File: src/rtl/sgt_serial_pkg.sv
// Shared types and constants for the bit-serial signed greater-than comparator.
package sgt_serial_pkg;

  localparam int unsigned WIDTH_MIN = 2;
  localparam int unsigned WIDTH_MAX = 32;

  typedef enum logic [1:0] {
    IDLE  = 2'd0,
    SHIFT = 2'd1,
    DONE  = 2'd2
  } state_e;

  // Bit-position counter width, with the operand width clamped to the legal range
  function automatic int unsigned cnt_width(input int unsigned w);
    int unsigned wc;
    wc = (w < WIDTH_MIN) ? WIDTH_MIN : ((w > WIDTH_MAX) ? WIDTH_MAX : w);
    return $clog2(wc);
  endfunction

endpackage

File: src/rtl/sgt_shift_reg.sv
// Parallel-load, right-shift register exposing only its LSB; LOAD beats SHIFT.
module sgt_shift_reg #(
  parameter int unsigned WIDTH = 8
) (
  input  logic             CLK,
  input  logic             RESET,
  input  logic             LOAD,
  input  logic             SHIFT,
  input  logic [WIDTH-1:0] D,
  output logic             Q0
);

  logic [WIDTH-1:0] sr_q, sr_d;

  always_comb begin
    sr_d = sr_q;
    if (LOAD) begin
      sr_d = D;
    end else if (SHIFT) begin
      sr_d = {1'b0, sr_q[WIDTH-1:1]};
    end
  end

  always_ff @(posedge CLK) begin
    if (RESET) begin
      sr_q <= '0;
    end else begin
      sr_q <= sr_d;
    end
  end

  assign Q0 = sr_q[0];

endmodule

File: src/rtl/sgt_serial.sv
// Bit-serial signed I0 > I1 comparator, LSB first, one result per WIDTH+1 clocks.
// Optional EQ output is built when SGT_SERIAL_EQ_EN is defined.
module sgt_serial
  import sgt_serial_pkg::*;
#(
  parameter int unsigned WIDTH = 8
) (
  input  logic             CLK,
  input  logic             RESET,
  input  logic             START,
  input  logic [WIDTH-1:0] I0,
  input  logic [WIDTH-1:0] I1,
  output logic             BUSY,
  output logic             VALID,
  output logic             O
`ifdef SGT_SERIAL_EQ_EN
  ,
  output logic             EQ
`endif
);

  localparam int unsigned CNT_W = cnt_width(WIDTH);

  state_e           state_q, state_d;
  logic [CNT_W-1:0] cnt_q, cnt_d;
  logic             gt_q, gt_d;
  logic             o_q, o_d;
  logic             busy_q, busy_d;
  logic             valid_q, valid_d;
  logic             accept, last, a_bit, b_bit;

  assign accept = START && (state_q != SHIFT);
  assign last   = (state_q == SHIFT) && (cnt_q == CNT_W'(WIDTH - 1));

  sgt_shift_reg #(.WIDTH(WIDTH)) u_a (
    .CLK(CLK), .RESET(RESET), .LOAD(accept), .SHIFT(state_q == SHIFT), .D(I0), .Q0(a_bit)
  );

  sgt_shift_reg #(.WIDTH(WIDTH)) u_b (
    .CLK(CLK), .RESET(RESET), .LOAD(accept), .SHIFT(state_q == SHIFT), .D(I1), .Q0(b_bit)
  );

  always_ff @(posedge CLK) begin
    if (RESET) begin
      state_q <= IDLE;
    end else begin
      state_q <= state_d;
    end
  end

  always_comb begin
    state_d = state_q;
    case (state_q)
      IDLE:    if (START) state_d = SHIFT;
      SHIFT:   if (last) state_d = DONE;
      DONE:    state_d = START ? SHIFT : IDLE;
      default: state_d = IDLE;
    endcase
  end

  always_comb begin
    busy_d  = (state_d == SHIFT);
    valid_d = (state_d == DONE);
  end

`ifdef SGT_SERIAL_EQ_EN
  logic eq_q, eq_d, eq_o_q, eq_o_d;
`endif

  // Sign-bit cycle inverts the rule: a set sign bit in A means A is the smaller one
  always_comb begin
    gt_d  = gt_q;
    cnt_d = cnt_q;
    o_d   = o_q;
`ifdef SGT_SERIAL_EQ_EN
    eq_d   = eq_q;
    eq_o_d = eq_o_q;
`endif
    if (accept) begin
      gt_d  = 1'b0;
      cnt_d = '0;
`ifdef SGT_SERIAL_EQ_EN
      eq_d  = 1'b1;
`endif
    end else if (state_q == SHIFT) begin
      if (a_bit != b_bit) begin
        gt_d = last ? b_bit : a_bit;
`ifdef SGT_SERIAL_EQ_EN
        eq_d = 1'b0;
`endif
      end
      cnt_d = last ? '0 : cnt_q + CNT_W'(1);
      if (last) begin
        o_d = gt_d;
`ifdef SGT_SERIAL_EQ_EN
        eq_o_d = eq_d;
`endif
      end
    end
  end

  always_ff @(posedge CLK) begin
    if (RESET) begin
      cnt_q   <= '0;
      gt_q    <= 1'b0;
      o_q     <= 1'b0;
      busy_q  <= 1'b0;
      valid_q <= 1'b0;
    end else begin
      cnt_q   <= cnt_d;
      gt_q    <= gt_d;
      o_q     <= o_d;
      busy_q  <= busy_d;
      valid_q <= valid_d;
    end
  end

`ifdef SGT_SERIAL_EQ_EN
  always_ff @(posedge CLK) begin
    if (RESET) begin
      eq_q   <= 1'b0;
      eq_o_q <= 1'b0;
    end else begin
      eq_q   <= eq_d;
      eq_o_q <= eq_o_d;
    end
  end

  assign EQ = eq_o_q;
`endif

  assign BUSY  = busy_q;
  assign VALID = valid_q;
  assign O     = o_q;

endmodule

File: config.mk
export PLATFORM = sky130hd
export DESIGN_NAME = sgt_serial
export DESIGN_NICKNAME = d
export VERILOG_FILES = /design/src/rtl/sgt_serial_pkg.sv /design/src/rtl/sgt_shift_reg.sv /design/src/rtl/sgt_serial.sv
export SDC_FILE = /design/constraint.sdc
export NUM_CORES = 1
export LEC_CHECK = 0
export CAP_MARGIN = 20
export CORE_ASPECT_RATIO = 1.75
export CORE_UTILIZATION = 47
export CTS_BUF_LIST = sky130_fd_sc_hd__clkbuf_4 sky130_fd_sc_hd__clkbuf_8
export CTS_CLUSTER_SIZE = 16
export DETAILED_ROUTE_END_ITERATION = 7
export HOLD_SLACK_MARGIN = 0.08
export PLACE_DENSITY = 0.84
export SETUP_SLACK_MARGIN = 0.5
export SYNTH_ARGS = -nofsm -noshare
export SYNTH_HDL_FRONTEND = slang
export SYNTH_HIERARCHICAL = 1
export SYNTH_SLANG_ARGS = --single-unit
File: constraint.sdc
create_clock -name CLK -period 1.3 [get_ports CLK]
set_input_delay 0.26 -clock CLK [delete_from_list [all_inputs] [get_ports CLK]]
set_output_delay 0.26 -clock CLK [all_outputs]
set_load 0.1 [all_outputs]
=== Yosys cells after proc, flatten, opt, wreduce, memory -nomap -nowiden ===
Index checks and enable logic that the tools add are counted.

* Input port bits: 19
* Bits in registers: 25
* Logic and storage cells: 34
* Output and inout bits: 3

* Reductions and logical operators: 6
* Bitwise gates (word level): 1
* Equal/unequal tests: 7
* Multiplexer cells: 11
* Add/sub/neg operators: 1

{| class="wikitable"
|+ Operators by type and width
! kind !! count
|-
| 8-bit two-way mux || 4
|-
| 2-bit case mux with 3 select lines || 1
|-
| 2-bit by 1-bit equality test with 1-bit output (second input constant) || 2
|-
| 2-bit equality test (second input constant) || 2
|-
| 2-bit two-way mux || 2
|-
| 3-bit by 1-bit adder with 3-bit output (second input constant) || 1
|-
| 3-bit equality test (second input constant) || 1
|-
| 1-bit two-way mux || 3
|-
| 3-bit two-way mux || 1
|-
| 3-bit AND reduction || 1
|-
| 1-bit logical AND || 2
|-
| 2-bit logical NOT || 1
|-
| 2-bit by 1-bit inequality test with 1-bit output (second input constant) || 1
|-
| 2-bit nonzero test || 1
|-
| 2-bit OR reduction || 1
|-
| 1-bit inequality test || 1
|-
| 1-bit NOT || 1
|}

=== Depth between registers and ports, before layout ===
* Depth after elaboration: 5
* Mapped depth: 6
* Depth with buffers taken out: 5

=== Modules after synthesis ===
The synthesis kept the hierarchy.

{| class="wikitable"
|+ By module, submodules not included
! module !! cells an instance !! area each (sq um) !! times used !! seq. area each (sq um)
|-
| sgt_shift_reg || 35 || 369.1 || 2 || 160.2
|-
| sgt_serial || 44 || 396.6 || 1 || 180.2
|}

=== Worst setup path after synthesis ===
OpenSTA, ideal clock, no wires.

* Kind: reg-to-reg
* From: reg state_q[1]
* To: reg u_a.sr_q[7]
* Cell stages (with the launch flop): 6
* Clock period less this slack: 1.369 ns
* Setup slack: -0.069 ns
* Path buffers: 1
* Data required time: 1.230 ns
* Setup time: 0.070 ns
* Data arrival time: 1.299 ns
* Path through: dfxtp_1 -> nand2b_1 -> buf_6 -> and2_2 -> or3b_1 -> a21oi_1

* Word-level cells in the longest chain between the ends: 3
* Elaborated cells between the ends (all ways): 5
* Classes of those cells: eq/ne (2); mux (1); reduce/logical (2)

{| class="wikitable"
|+ Ends and longest elaborated chain
! what !! RTL line !! RTL
|-
| from (decl) || sgt_serial.sv:24 || <nowiki>state_e state_q, state_d;</nowiki>
|-
| from (signal assigned) || sgt_serial.sv:47 || <nowiki>state_q <= state_d;</nowiki>
|-
| 2-bit by 1-bit inequality test with 1-bit output * || sgt_serial.sv:32 || <nowiki>assign accept = START && (state_q != SHIFT);</nowiki>
|-
| 1-bit logical AND * || sgt_serial.sv:32 ||
|-
| net accept || sgt_serial.sv:30 || <nowiki>logic accept, last, a_bit, b_bit;</nowiki>
|-
| 8-bit two-way mux / 2-bit nonzero test (equally long branches) || -- ||
|-
| to (signal assigned) || sgt_shift_reg.sv:28 || <nowiki>sr_q <= sr_d;</nowiki>
|-
| to (decl) || sgt_shift_reg.sv:13 || <nowiki>logic [WIDTH-1:0] sr_q, sr_d;</nowiki>
|}

Mark *: on every way through the listed nets, which the timed path passes. The rest lies on a longest branch.
A chain may end at the register's enable or synchronous reset.

=== Final worst setup path ===
* From: reg state_q[1]
* To: reg cnt_q[0]

* Word-level cells in the longest chain between the ends: 3
* Elaborated cells between the ends (all ways): 6
* Classes of those cells: eq/ne (2); mux (1); reduce/logical (3)

{| class="wikitable"
|+ Ends and longest elaborated chain
! what !! RTL line !! RTL
|-
| 2-bit by 1-bit equality test with 1-bit output / 2-bit by 1-bit inequality test with 1-bit output (equally long branches) || sgt_serial.sv:33, sgt_serial.sv:85, sgt_serial.sv:32 ||
|-
| 1-bit logical AND (on tied branches) || sgt_serial.sv:33, sgt_serial.sv:32 ||
|-
| 3-bit two-way mux / 2-bit OR reduction (equally long branches) || -- ||
|-
| to (signal assigned) || sgt_serial.sv:110 || <nowiki>cnt_q <= cnt_d;</nowiki>
|-
| to (decl) || sgt_serial.sv:25 || <nowiki>logic [CNT_W-1:0] cnt_q, cnt_d;</nowiki>
|}

Several ways; a longest one is shown, not always the timed one.

==> results.sh <==
export IMPL_min_path_type="in -> reg"
export IMPL_clk_path_buf_depth=2
export IMPL_fmax_mhz=791
export IMPL_cp_required_ns=1.50
export IMPL_clkTransAtPathRegs_ns=0.08
export IMPL_drt_initial_drc_count=22
export IMPL_numCtsBuffers=3
export IMPL_initial_core_util_pct=49.9
export IMPL_leakagePower_nw=0.624
export IMPL_synthArstFlopShare_pct=0
export IMPL_crit_path_max_incr_delay_ns=0.33
export IMPL_synth_most_common_cell="dfxtp_1"
export IMPL_yosys_register_bits=25
export IMPL_report_final_slew_viol_count=0
export IMPL_synth_main_ff_cell="dfxtp_1"
export IMPL_clock_latency_ns=0.26
export IMPL_drtPass1Iterations=4
export IMPL_synth_cells=114
export IMPL_fin_area_mm2=0.00172
export IMPL_critical_path_peak_fanout=6
export IMPL_netlist_area_leader_share_pct=44.1
export IMPL_num_io_pins=22
export IMPL_grt_usage_pct=24.5
export IMPL_final_cells=172
export IMPL_synth_top_cell_by_area="dfxtp_1"
export IMPL_grt_max_degree=23
export IMPL_vdd_ir_drop_max_mv=0.739
export IMPL_wl_um=2750
export IMPL_slew_headroom_pct=77.6
export IMPL_hold_viol=0
export IMPL_syn_area_mm2=0.00113
export IMPL_cap_violations=0
export IMPL_cpMaxStageDelayCell="dfxtp_2"
export IMPL_dieHeight_um=67
export IMPL_finalSetupViolCount=0
export IMPL_yosys_warnings=6
export IMPL_start_kind="flop"
export IMPL_rows=23
export IMPL_cts_hold_buf=0
export IMPL_crit_chain="nand2b_4 -> buf_4 -> buf_6 -> or3_4 -> a21oi_2"
export IMPL_worst_setup_path_end_kind="flop"
export IMPL_cts_tree="done"
export IMPL_finalCriticalPeriod_ns=1.26
export IMPL_dieArea_mm2=0.00262
export IMPL_dr_total_vias=962
export IMPL_ys_top_cells_by_count="dfxtp_1, nor2b_1, a211oi_1, mux2i_1"
export IMPL_grt_pass1_vias=1028
export IMPL_place_area_mm2=0.00146
export IMPL_p_per_area_mw_per_mm2=991
export IMPL_cts_htree_levels=1
export IMPL_crit_type="reg -> reg"
export IMPL_finalNetCount=169
export IMPL_rsz0062_at_grt="true"
export IMPL_netlist_top_cells_area="dfxtp_1, mux2i_1, a211oi_1"
export IMPL_synth_cell_types=27
export IMPL_cts_root_buf="clkbuf_8"
export IMPL_syn_nets=135
export IMPL_diodes=0
export IMPL_antenna_found_initial=0
export IMPL_drive_gt1_share_pct=40.8
export IMPL_hpwl_um=1810
export IMPL_synth_seq_area_share_pct=44.1
export IMPL_tightestPinTransition_ns=0.336
export IMPL_routedWlPerCell_um=16.0
export IMPL_status="finished, final reports clean"
export IMPL_core_mm2=0.00227
export IMPL_fillCellCount=151
export IMPL_portBuffers=21
export IMPL_worstPathArrival_ns=1.46
export IMPL_die_w_um=39.1
export IMPL_postSynthAreaPerCell_um2=9.95
export IMPL_grt_ovfl_total=0
export IMPL_post_route_period_util_pct=97.3
export IMPL_finClkSkew_ns=0.000998
export IMPL_via_per_inst=5.59
export IMPL_cts_sink_count=25
export IMPL_ant_nets=0
export IMPL_utilization_pct=75.5
export IMPL_numPlacedInstances=162
export IMPL_drcViolationCount=0
export IMPL_min_path_cells=2
export IMPL_gp_congestion=0.723
export IMPL_r2r_cells=5
export IMPL_area_delta_synth_final_pct=51.3
export IMPL_grt_pass1_wl_um=4470
export IMPL_synth_edf_count=0
timing repair:
| item | 4_1_cts | 5_1_grt |
|---|---|---|
| hold endpoints to repair | 0 | 0 |
| gates resized for setup | 23 | 17 |
| cloned | 1 | 0 |
| setup buffers | 4 | 1 |
| pin swaps | 14 | 7 |
| setup endpoints to repair | 28 | 28 |
kinds of logic after synthesis:
kind of cell	Yosys count	synth area share, %
AO/OA/AOI/OAI	26	15.7
AND/OR/NAND/NOR	35	18.1
multiplexers	14	12.3
flip-flops	25	44.1
adder cells (fa/ha/maj)	3	3.09
buffers and inverters	11	6.73
final timing paths:
kind	start	to	slack [ns]
min reg2reg	cnt_q[1]	cnt_q[1]	0.51
max	state_q[1]	cnt_q[0]	0.04
min	RESET	VALID	0.39
max reg2reg	state_q[1]	cnt_q[0]	0.04
area by class of cell:
type,instances,area (um^2),area share (%)
Multi-Input combinational cell,79,732,42.6
Sequential cell,25,520,30.3
Timing Repair Buffer,33,350,20.4
Clock buffer,4,48.8,2.84
Inverter,6,33.8,1.97
Tap cell,25,31.3,1.82
worst max-delay path: cells and delay by family (launching register included):
kind / cells / cell delay, ns
compound gates: 1 / 0.11
buf+inv: 2 / 0.27
flops: 1 / 0.33
simple gates: 2 / 0.51
power by group:
group	internal (mW)	switching (mW)
clock network	0.239	0.219
registers	0.815	0.0395
logic	0.207	0.183
total	1.26	0.442
registers in the layout, indices dropped and copies added (netlist names):
| name | cells |
|---|---|
| VALID | 1 |
| state_q | 2 |
| BUSY | 1 |
| u_a/sr_q | 8 |
| cnt_q | 3 |
| gt_q | 1 |
| u_b/sr_q | 8 |
| O | 1 |
routing by layer:
metal / vias up / track usage, % / share of wire, %
met5: - / 0 / 0
met4: 0 / 9.05 / 1.9
met3: 6 / 3.67 / 2.4
met2: 20 / 46.9 / 58
met1: 462 / 24.3 / 37
li1: 474 / - / -
metrics by stage:
| stage | worst slack (ns) | total power [mW] | hold WS (ns) | TNS (ns) |
|---|---|---|---|---|
| after global routing | -0.0133 | 1.78 | 0.382 | -0.0299 |
| final | 0.0355 | 1.70 | 0.386 | 0 |
| after floorplan | 0.0599 | 1.05 | 0.322 | 0 |
| after global placement | -0.152 | 1.15 | 0.463 | -2.12 |
| after detailed placement | -0.225 | 1.17 | 0.479 | -2.76 |
| after CTS | 0.0470 | 1.67 | 0.491 | 0 |
layout by cell type (no fill, tap or decap), drive strengths merged, types with 2 or more instances in the layout:
cell and instances:
inv 5, a211oi 14, nand2 6, mux2i 14
dfxtp 25, and2 3, nor3 2, nor2b 15
clkdlybuf4s50 16, o21ai 2, ha 2, nor2 3
clkbuf 4, buf 15, or3b 2, a21oi 7
No activity file was read; power rests on OpenSTA's default activity.
